$ cat src/rtl/chord_note_sequencer.sv
// Song ROM walker feeding the chord voice engine: issues {note, duration} load
// strobes, holds on wait entries for a number of shared beats, flags end of song.
module chord_note_sequencer #(
    parameter int ADDR_W      = 7,
    parameter int ROM_LATENCY = 1
) (
    input  logic              clk_i,
    input  logic              reset_ni,
    input  logic              play_i,
    input  logic              song_start_i,
    input  logic              beat_i,
    output logic [ADDR_W-1:0] rom_addr_o,
    input  logic [15:0]       rom_data_i,
    output logic [5:0]        note_to_load_o,
    output logic [5:0]        duration_o,
    output logic              load_new_note_o,
    output logic              song_done_o
);

    typedef enum logic [2:0] {
        S_IDLE   = 3'd0,
        S_FETCH  = 3'd1,
        S_DECODE = 3'd2,
        S_LOAD   = 3'd3,
        S_WAIT   = 3'd4,
        S_DONE   = 3'd5
    } state_e;

    localparam logic [ADDR_W-1:0] ADDR_MAX   = {ADDR_W{1'b1}};
    localparam logic [ADDR_W-1:0] ADDR_ONE   = {{(ADDR_W-1){1'b0}}, 1'b1};
    localparam logic [1:0]        FETCH_LAST = 2'(ROM_LATENCY - 1);

    state_e            state_q, state_d;
    logic [ADDR_W-1:0] addr_q, addr_d;
    logic [5:0]        note_q, note_d;
    logic [5:0]        dur_q, dur_d;
    logic              load_q, load_d;
    logic              done_q, done_d;
    logic [5:0]        wait_q, wait_d;
    logic [1:0]        fcnt_q, fcnt_d;
    logic              adv_s;

    // Next-state decode; song_start is applied last so it overrides any decision.
    always_comb begin
        state_d = state_q;
        addr_d  = addr_q;
        note_d  = note_q;
        dur_d   = dur_q;
        load_d  = 1'b0;
        done_d  = done_q;
        wait_d  = wait_q;
        fcnt_d  = fcnt_q;
        adv_s   = 1'b0;

        case (state_q)
            S_IDLE: begin
                state_d = S_IDLE;
            end
            S_FETCH: begin
                if (!play_i) begin
                    fcnt_d = fcnt_q;
                end else if (fcnt_q == FETCH_LAST) begin
                    fcnt_d  = 2'd0;
                    state_d = S_DECODE;
                end else begin
                    fcnt_d = fcnt_q + 2'd1;
                end
            end
            S_DECODE: begin
                if (rom_data_i == 16'h0000) begin
                    state_d = S_DONE;
                    done_d  = 1'b1;
                end else if (!rom_data_i[15]) begin
                    if (rom_data_i[14:9] != 6'd0) begin
                        state_d = S_LOAD;
                        load_d  = 1'b1;
                        note_d  = rom_data_i[14:9];
                        dur_d   = rom_data_i[8:3];
                    end else begin
                        adv_s = 1'b1;
                    end
                end else if (rom_data_i[5:0] == 6'd0) begin
                    adv_s = 1'b1;
                end else begin
                    state_d = S_WAIT;
                    wait_d  = rom_data_i[5:0];
                end
            end
            S_LOAD: begin
                adv_s = 1'b1;
            end
            S_WAIT: begin
                // The beat that takes the counter to zero also releases the wait.
                if (play_i && beat_i) begin
                    wait_d = wait_q - 6'd1;
                    adv_s  = (wait_q == 6'd1);
                end else begin
                    wait_d = wait_q;
                end
            end
            S_DONE: begin
                done_d = 1'b1;
            end
            default: begin
                state_d = S_IDLE;
            end
        endcase

        if (adv_s) begin
            if (addr_q == ADDR_MAX) begin
                state_d = S_DONE;
                done_d  = 1'b1;
            end else begin
                addr_d  = addr_q + ADDR_ONE;
                state_d = S_FETCH;
                fcnt_d  = 2'd0;
            end
        end else begin
            addr_d = addr_d;
        end

        if (song_start_i) begin
            state_d = S_FETCH;
            addr_d  = {ADDR_W{1'b0}};
            wait_d  = 6'd0;
            fcnt_d  = 2'd0;
            load_d  = 1'b0;
            done_d  = 1'b0;
        end else begin
            state_d = state_d;
        end
    end

    // State and output registers.
    always_ff @(posedge clk_i or negedge reset_ni) begin
        if (!reset_ni) begin
            state_q <= S_IDLE;
            addr_q  <= {ADDR_W{1'b0}};
            note_q  <= 6'd0;
            dur_q   <= 6'd0;
            load_q  <= 1'b0;
            done_q  <= 1'b0;
            wait_q  <= 6'd0;
            fcnt_q  <= 2'd0;
        end else begin
            state_q <= state_d;
            addr_q  <= addr_d;
            note_q  <= note_d;
            dur_q   <= dur_d;
            load_q  <= load_d;
            done_q  <= done_d;
            wait_q  <= wait_d;
            fcnt_q  <= fcnt_d;
        end
    end

    assign rom_addr_o      = addr_q;
    assign note_to_load_o  = note_q;
    assign duration_o      = dur_q;
    assign load_new_note_o = load_q;
    assign song_done_o     = done_q;

endmodule
$ cat config.mk
export PLATFORM = sky130hd
export DESIGN_NAME = chord_note_sequencer
export DESIGN_NICKNAME = d
export VERILOG_FILES = /design/src/rtl/chord_note_sequencer.sv
export SDC_FILE = /design/constraint.sdc
export NUM_CORES = 1
export LEC_CHECK = 0
export BUFFER_PORTS_ARGS = -buffer_cell sky130_fd_sc_hd__clkbuf_2
export CELL_PAD_IN_SITES_DETAIL_PLACEMENT = 0
export CELL_PAD_IN_SITES_GLOBAL_PLACEMENT = 1
export CORE_MARGIN = 2
export CORE_UTILIZATION = 40
export DETAILED_ROUTE_END_ITERATION = 6
export PLACE_DENSITY_LB_ADDON = 0.05
export SKIP_CTS_REPAIR_TIMING = 1
export SLEW_MARGIN = 20
export SYNTH_ARGS = -nofsm -noshare
export SYNTH_HDL_FRONTEND = slang
export SYNTH_SLANG_ARGS = --single-unit
$ cat constraint.sdc
create_clock -name clk_i -period 3.1 [get_ports clk_i]
set_input_delay 0.775 -clock clk_i [delete_from_list [all_inputs] [get_ports clk_i]]
set_output_delay 0.775 -clock clk_i [all_outputs]
set_load 0.02 [all_outputs]
==> flow_results.xml <==
<?xml version="1.0" encoding="UTF-8"?>
<metrics>
  <group name="yosys">
    <metric name="synth_edf_count" unit="">0</metric>
    <metric name="synthFlopType" unit="">sky130_fd_sc_hd__dfrtp_1</metric>
    <metric name="synthesis.nets" unit="">205</metric>
    <metric name="synth.distinct_cells" unit="">48</metric>
    <metric name="post_synth.cell_area_avg" unit="um^2">9.93</metric>
    <metric name="synthDominantCellAreaShare" unit="%">45.0</metric>
    <metric name="synth_area_leaders" unit="">sky130_fd_sc_hd__dfrtp_1 45%, sky130_fd_sc_hd__mux2_2 7.0%, sky130_fd_sc_hd__nor2_1 5.1%</metric>
    <metric name="synth_async_sr_flop_share" unit="%">100</metric>
    <metric name="yosysTopAreaCell" unit="">sky130_fd_sc_hd__dfrtp_1</metric>
    <metric name="yosys_warnings" unit="">0</metric>
    <metric name="synth_seq_area_share" unit="%">45.0</metric>
    <metric name="number_of_standard_cells_after_synthesis" unit="">179</metric>
    <metric name="yosys_register_bits" unit="">32</metric>
    <metric name="netlist_area" unit="um^2">1780</metric>
  </group>
  <group name="drt">
    <metric name="ant_nets" unit="">0</metric>
    <metric name="wire_per_inst" unit="um">14.5</metric>
    <metric name="vias" unit="">1491</metric>
    <metric name="drc" unit="">0</metric>
    <metric name="firstDrtPassIters" unit="">4</metric>
    <metric name="ratio_of_routed_vias_to_standard_cells" unit="">5.38</metric>
    <metric name="routed_wirelength" unit="um">4030</metric>
    <metric name="drt_iter0_drc" unit="">68</metric>
  </group>
  <group name="sta">
    <metric name="fmaxAchievable" unit="MHz">399</metric>
    <metric name="worst_pin_slew" unit="ps">814</metric>
    <metric name="finClkSkew" unit="ps">4.79</metric>
    <metric name="finalMaxSlewViolations" unit="">0</metric>
    <metric name="post-route-period-util" unit="%">80.9</metric>
    <metric name="final_hold_viol_count" unit="">0</metric>
    <metric name="rsz_0062_raised_after_global_routing" unit="">false</metric>
    <metric name="slew-limit-headroom" unit="%">45.7</metric>
    <metric name="final-setup-viol-count" unit="">0</metric>
    <metric name="fin_tns_setup" unit="ps">0</metric>
    <metric name="timing.final.crit_period" unit="ps">2510</metric>
    <metric name="final_critical_path_setup_slack" unit="ps">591</metric>
  </group>
  <group name="cts">
    <metric name="maximum_number_of_buffers_from_clock_root_to_sink" unit="">2</metric>
    <metric name="numClockSinks" unit="">32</metric>
    <metric name="cts_buffers" unit="">5</metric>
    <metric name="tritoncts_clock_tree" unit="">done</metric>
    <metric name="ctsHtreeMaxLevel" unit="">2</metric>
    <metric name="clockRootBuffer" unit="">sky130_fd_sc_hd__clkbuf_8</metric>
    <metric name="clkSlewWorstSetupHoldPaths" unit="ps">70</metric>
    <metric name="clk-insertion-delay-late" unit="ps">280</metric>
  </group>
  <group name="power">
    <metric name="clkPwrFrac" unit="%">24.2</metric>
    <metric name="ir_worst_vdd" unit="V">0.000356</metric>
    <metric name="power.share.sequential" unit="%">37.5</metric>
    <metric name="p_switching" unit="mW">0.595</metric>
    <metric name="power.combinational.fraction" unit="%">38.3</metric>
    <metric name="cellInternalPower" unit="mW">1.02</metric>
    <metric name="leakage" unit="nW">1.02</metric>
    <metric name="report.power.total" unit="mW">1.61</metric>
    <metric name="power.density" unit="nW/um^2">759</metric>
    <metric name="swShare" unit="%">36.9</metric>
  </group>
  <group name="die">
    <metric name="vertical_die_dimension" unit="um">70.7</metric>
    <metric name="initial_cell_density_of_the_core" unit="%">41.1</metric>
    <metric name="row_count" unit="">24</metric>
    <metric name="placeableCoreArea" unit="um^2">4320</metric>
    <metric name="dieArea" unit="um^2">4990</metric>
    <metric name="ios" unit="">42</metric>
    <metric name="floorplan.die.width" unit="um">70.7</metric>
  </group>
  <group name="min_path">
    <metric name="hold_wc_path_type" unit="">flop to flop</metric>
    <metric name="hp-start" unit="">duration_o[0]</metric>
    <metric name="whs_endpoint" unit="">duration_o[0]</metric>
    <metric name="min_delay_path_depth" unit="">1</metric>
  </group>
  <group name="finish">
    <metric name="drive_above_1_share" unit="%">32.9</metric>
    <metric name="area_growth_syn_to_layout" unit="%">19.6</metric>
    <metric name="layout.cells.most_common" unit="">sky130_fd_sc_hd__clkbuf_2</metric>
    <metric name="postLayoutCoreUtil" unit="%">49.2</metric>
    <metric name="mostFrequentLayoutCells" unit="">41 x sky130_fd_sc_hd__clkbuf_2, 32 x sky130_fd_sc_hd__dfrtp_1, 24 x sky130_fd_sc_hd__nor2_1</metric>
    <metric name="nFillCells" unit="">438</metric>
    <metric name="antenna_cells" unit="">0</metric>
    <metric name="final_net_count" unit="">250</metric>
  </group>
  <group name="worst_setup_path">
    <metric name="critPathCaptureType" unit="">flop</metric>
    <metric name="worst-r2r-setup-slack" unit="ps">680</metric>
    <metric name="setup.worst_path.class" unit="">input pin to flop</metric>
    <metric name="critPathMaxStageDelay" unit="ps">450</metric>
    <metric name="timing.critical_path.arrival" unit="ps">2670</metric>
    <metric name="critical_path.startpoint_type" unit="">input pin</metric>
    <metric name="cp_cell_sequence" unit="">clkbuf_2 &gt; nor4_2 &gt; a21oi_1 &gt; or3_2 &gt; o21ai_4 &gt; and2b_1 &gt; mux2_1</metric>
    <metric name="reg2regPathDepth" unit="">7</metric>
    <metric name="timing.critical_path.max_delay_family" unit="">simple AND/OR/NAND/NOR gates</metric>
    <metric name="timing.critical_path.fanout_max" unit="">10</metric>
    <metric name="critical_path.slowest_cell" unit="">sky130_fd_sc_hd__or3_2</metric>
    <metric name="r2r-end" unit="">rom_addr_o[4]</metric>
    <metric name="critical_path_required" unit="ps">3260</metric>
    <metric name="timing.rr.start" unit="">rom_addr_o[0]</metric>
    <metric name="critical_path_buf_inv_count" unit="">1</metric>
    <metric name="crit_start" unit="">rom_data_i[4]</metric>
  </group>
  <group name="outcome">
    <metric name="run_status" unit="">finished clean</metric>
  </group>
  <group name="global_routing">
    <metric name="grt_util_met2" unit="%">27.7</metric>
    <metric name="overflow" unit="">0</metric>
    <metric name="maximum_number_of_pins_on_one_net_before_global_route_repair" unit="">33</metric>
    <metric name="groute.layer.met3.usage" unit="%">5.27</metric>
    <metric name="grt-busiest-layer" unit="">met2</metric>
    <metric name="met1_usage" unit="%">24.4</metric>
    <metric name="grt_first_pass_wirelength" unit="um">7130</metric>
    <metric name="groute.usage.overall" unit="%">18.0</metric>
    <metric name="number_of_antenna_violations_at_the_first_check_in_global_routing" unit="">0</metric>
    <metric name="grt_pass1_vias" unit="">1511</metric>
  </group>
  <group name="placement">
    <metric name="port_buffers" unit="">41</metric>
    <metric name="gp_congestion" unit="">0.749</metric>
    <metric name="dp_slack" unit="ps">290</metric>
    <metric name="detailed_place_hpwl" unit="um">2980</metric>
  </group>
  <group name="flow_run">
    <metric name="maxCapViolCount" unit="">0</metric>
  </group>
</metrics>
## sequential cells by signal (all words and copies together), names as in the netlist
| name | cells |
|---|---|
| duration_o | 6 |
| fcnt_q | 2 |
| load_new_note_o | 1 |
| note_to_load_o | 6 |
| rom_addr_o | 7 |
| song_done_o | 1 |
| state_q | 3 |
| wait_q | 6 |
## cell families (layout without fill, tap and decap cells)
logic type               Yosys count  in the layout  synth area share [%]
AO/OA/AOI/OAI                     36             36                  13.4
XOR/XNOR                           1              1                 0.493
adder cells (fa/ha/maj)            5              5                  3.52
buffers and inverters             13             59                  4.36
flip-flops                        32             32                  45.0
multiplexers                      17             17                  10.7
AND/OR/NAND/NOR                   75             75                  22.4
## cell type report
type                       count  area [um^2]  area share [%]
clock buffer                   6         72.6            3.41
multi-input combinational    134          900            42.3
tap                           52         65.1            3.06
timing repair buffer          44          228            10.7
clock inverter                 2         35.0            1.65
inverter                       7         26.3            1.24
sequential                    32          801            37.6
## worst max path at each step
stage	endpoint	cells past startpoint
after floorplan	rom_addr_o[4]	6
after global placement	rom_addr_o[4]	7
after detailed placement	rom_addr_o[4]	7
after CTS	rom_addr_o[4]	7
after global routing	rom_addr_o[4]	7
final	rom_addr_o[4]	7
## cells in the mapped netlist, types with 2 or more instances
| master | n |
|---|---|
| sky130_fd_sc_hd__clkbuf_8 | 2 |
| sky130_fd_sc_hd__mux2i_1 | 4 |
| sky130_fd_sc_hd__clkbuf_1 | 2 |
| sky130_fd_sc_hd__inv_1 | 7 |
| sky130_fd_sc_hd__o21ai_0 | 10 |
| sky130_fd_sc_hd__nand3_1 | 9 |
| sky130_fd_sc_hd__nor2_1 | 24 |
| sky130_fd_sc_hd__nor2b_1 | 2 |
| sky130_fd_sc_hd__nor3b_1 | 2 |
| sky130_fd_sc_hd__and3_1 | 2 |
| sky130_fd_sc_hd__nand2_1 | 14 |
| sky130_fd_sc_hd__nor4_1 | 2 |
| sky130_fd_sc_hd__mux2_2 | 11 |
| sky130_fd_sc_hd__ha_1 | 5 |
| sky130_fd_sc_hd__dfrtp_1 | 32 |
| sky130_fd_sc_hd__a31oi_1 | 2 |
| sky130_fd_sc_hd__a21oi_1 | 12 |
| sky130_fd_sc_hd__nor3_1 | 7 |
## power groups by stage
stage,sequential [mW],clock (mW),combinational (mW)
2_1_floorplan,0.712,0,0.336
3_3_place_gp,0.608,0,0.609
3_5_place_dp,0.613,0,0.622
4_1_cts,0.607,0.403,0.625
5_1_grt,0.625,0.423,0.683
6_report,0.605,0.391,0.618
## routing by layer
layer / share of wire [%] / wire length [um]
met1: 48 / 1920
met2: 47 / 1870
met3: 5.2 / 211
met4: 0.47 / 19
met5: 0 / 0
## through the flow
step | area [um^2] | hold slack (ps) | instances
floorplan | 1780 | 479 | 179
global placement | 2020 | 491 | 269
detailed placement | 2020 | 494 | 269
CTS | 2130 | 510 | 277
global route | 2130 | 532 | 277
finish | 2130 | 505 | 277
No activity file was read; power rests on OpenSTA's default activity.
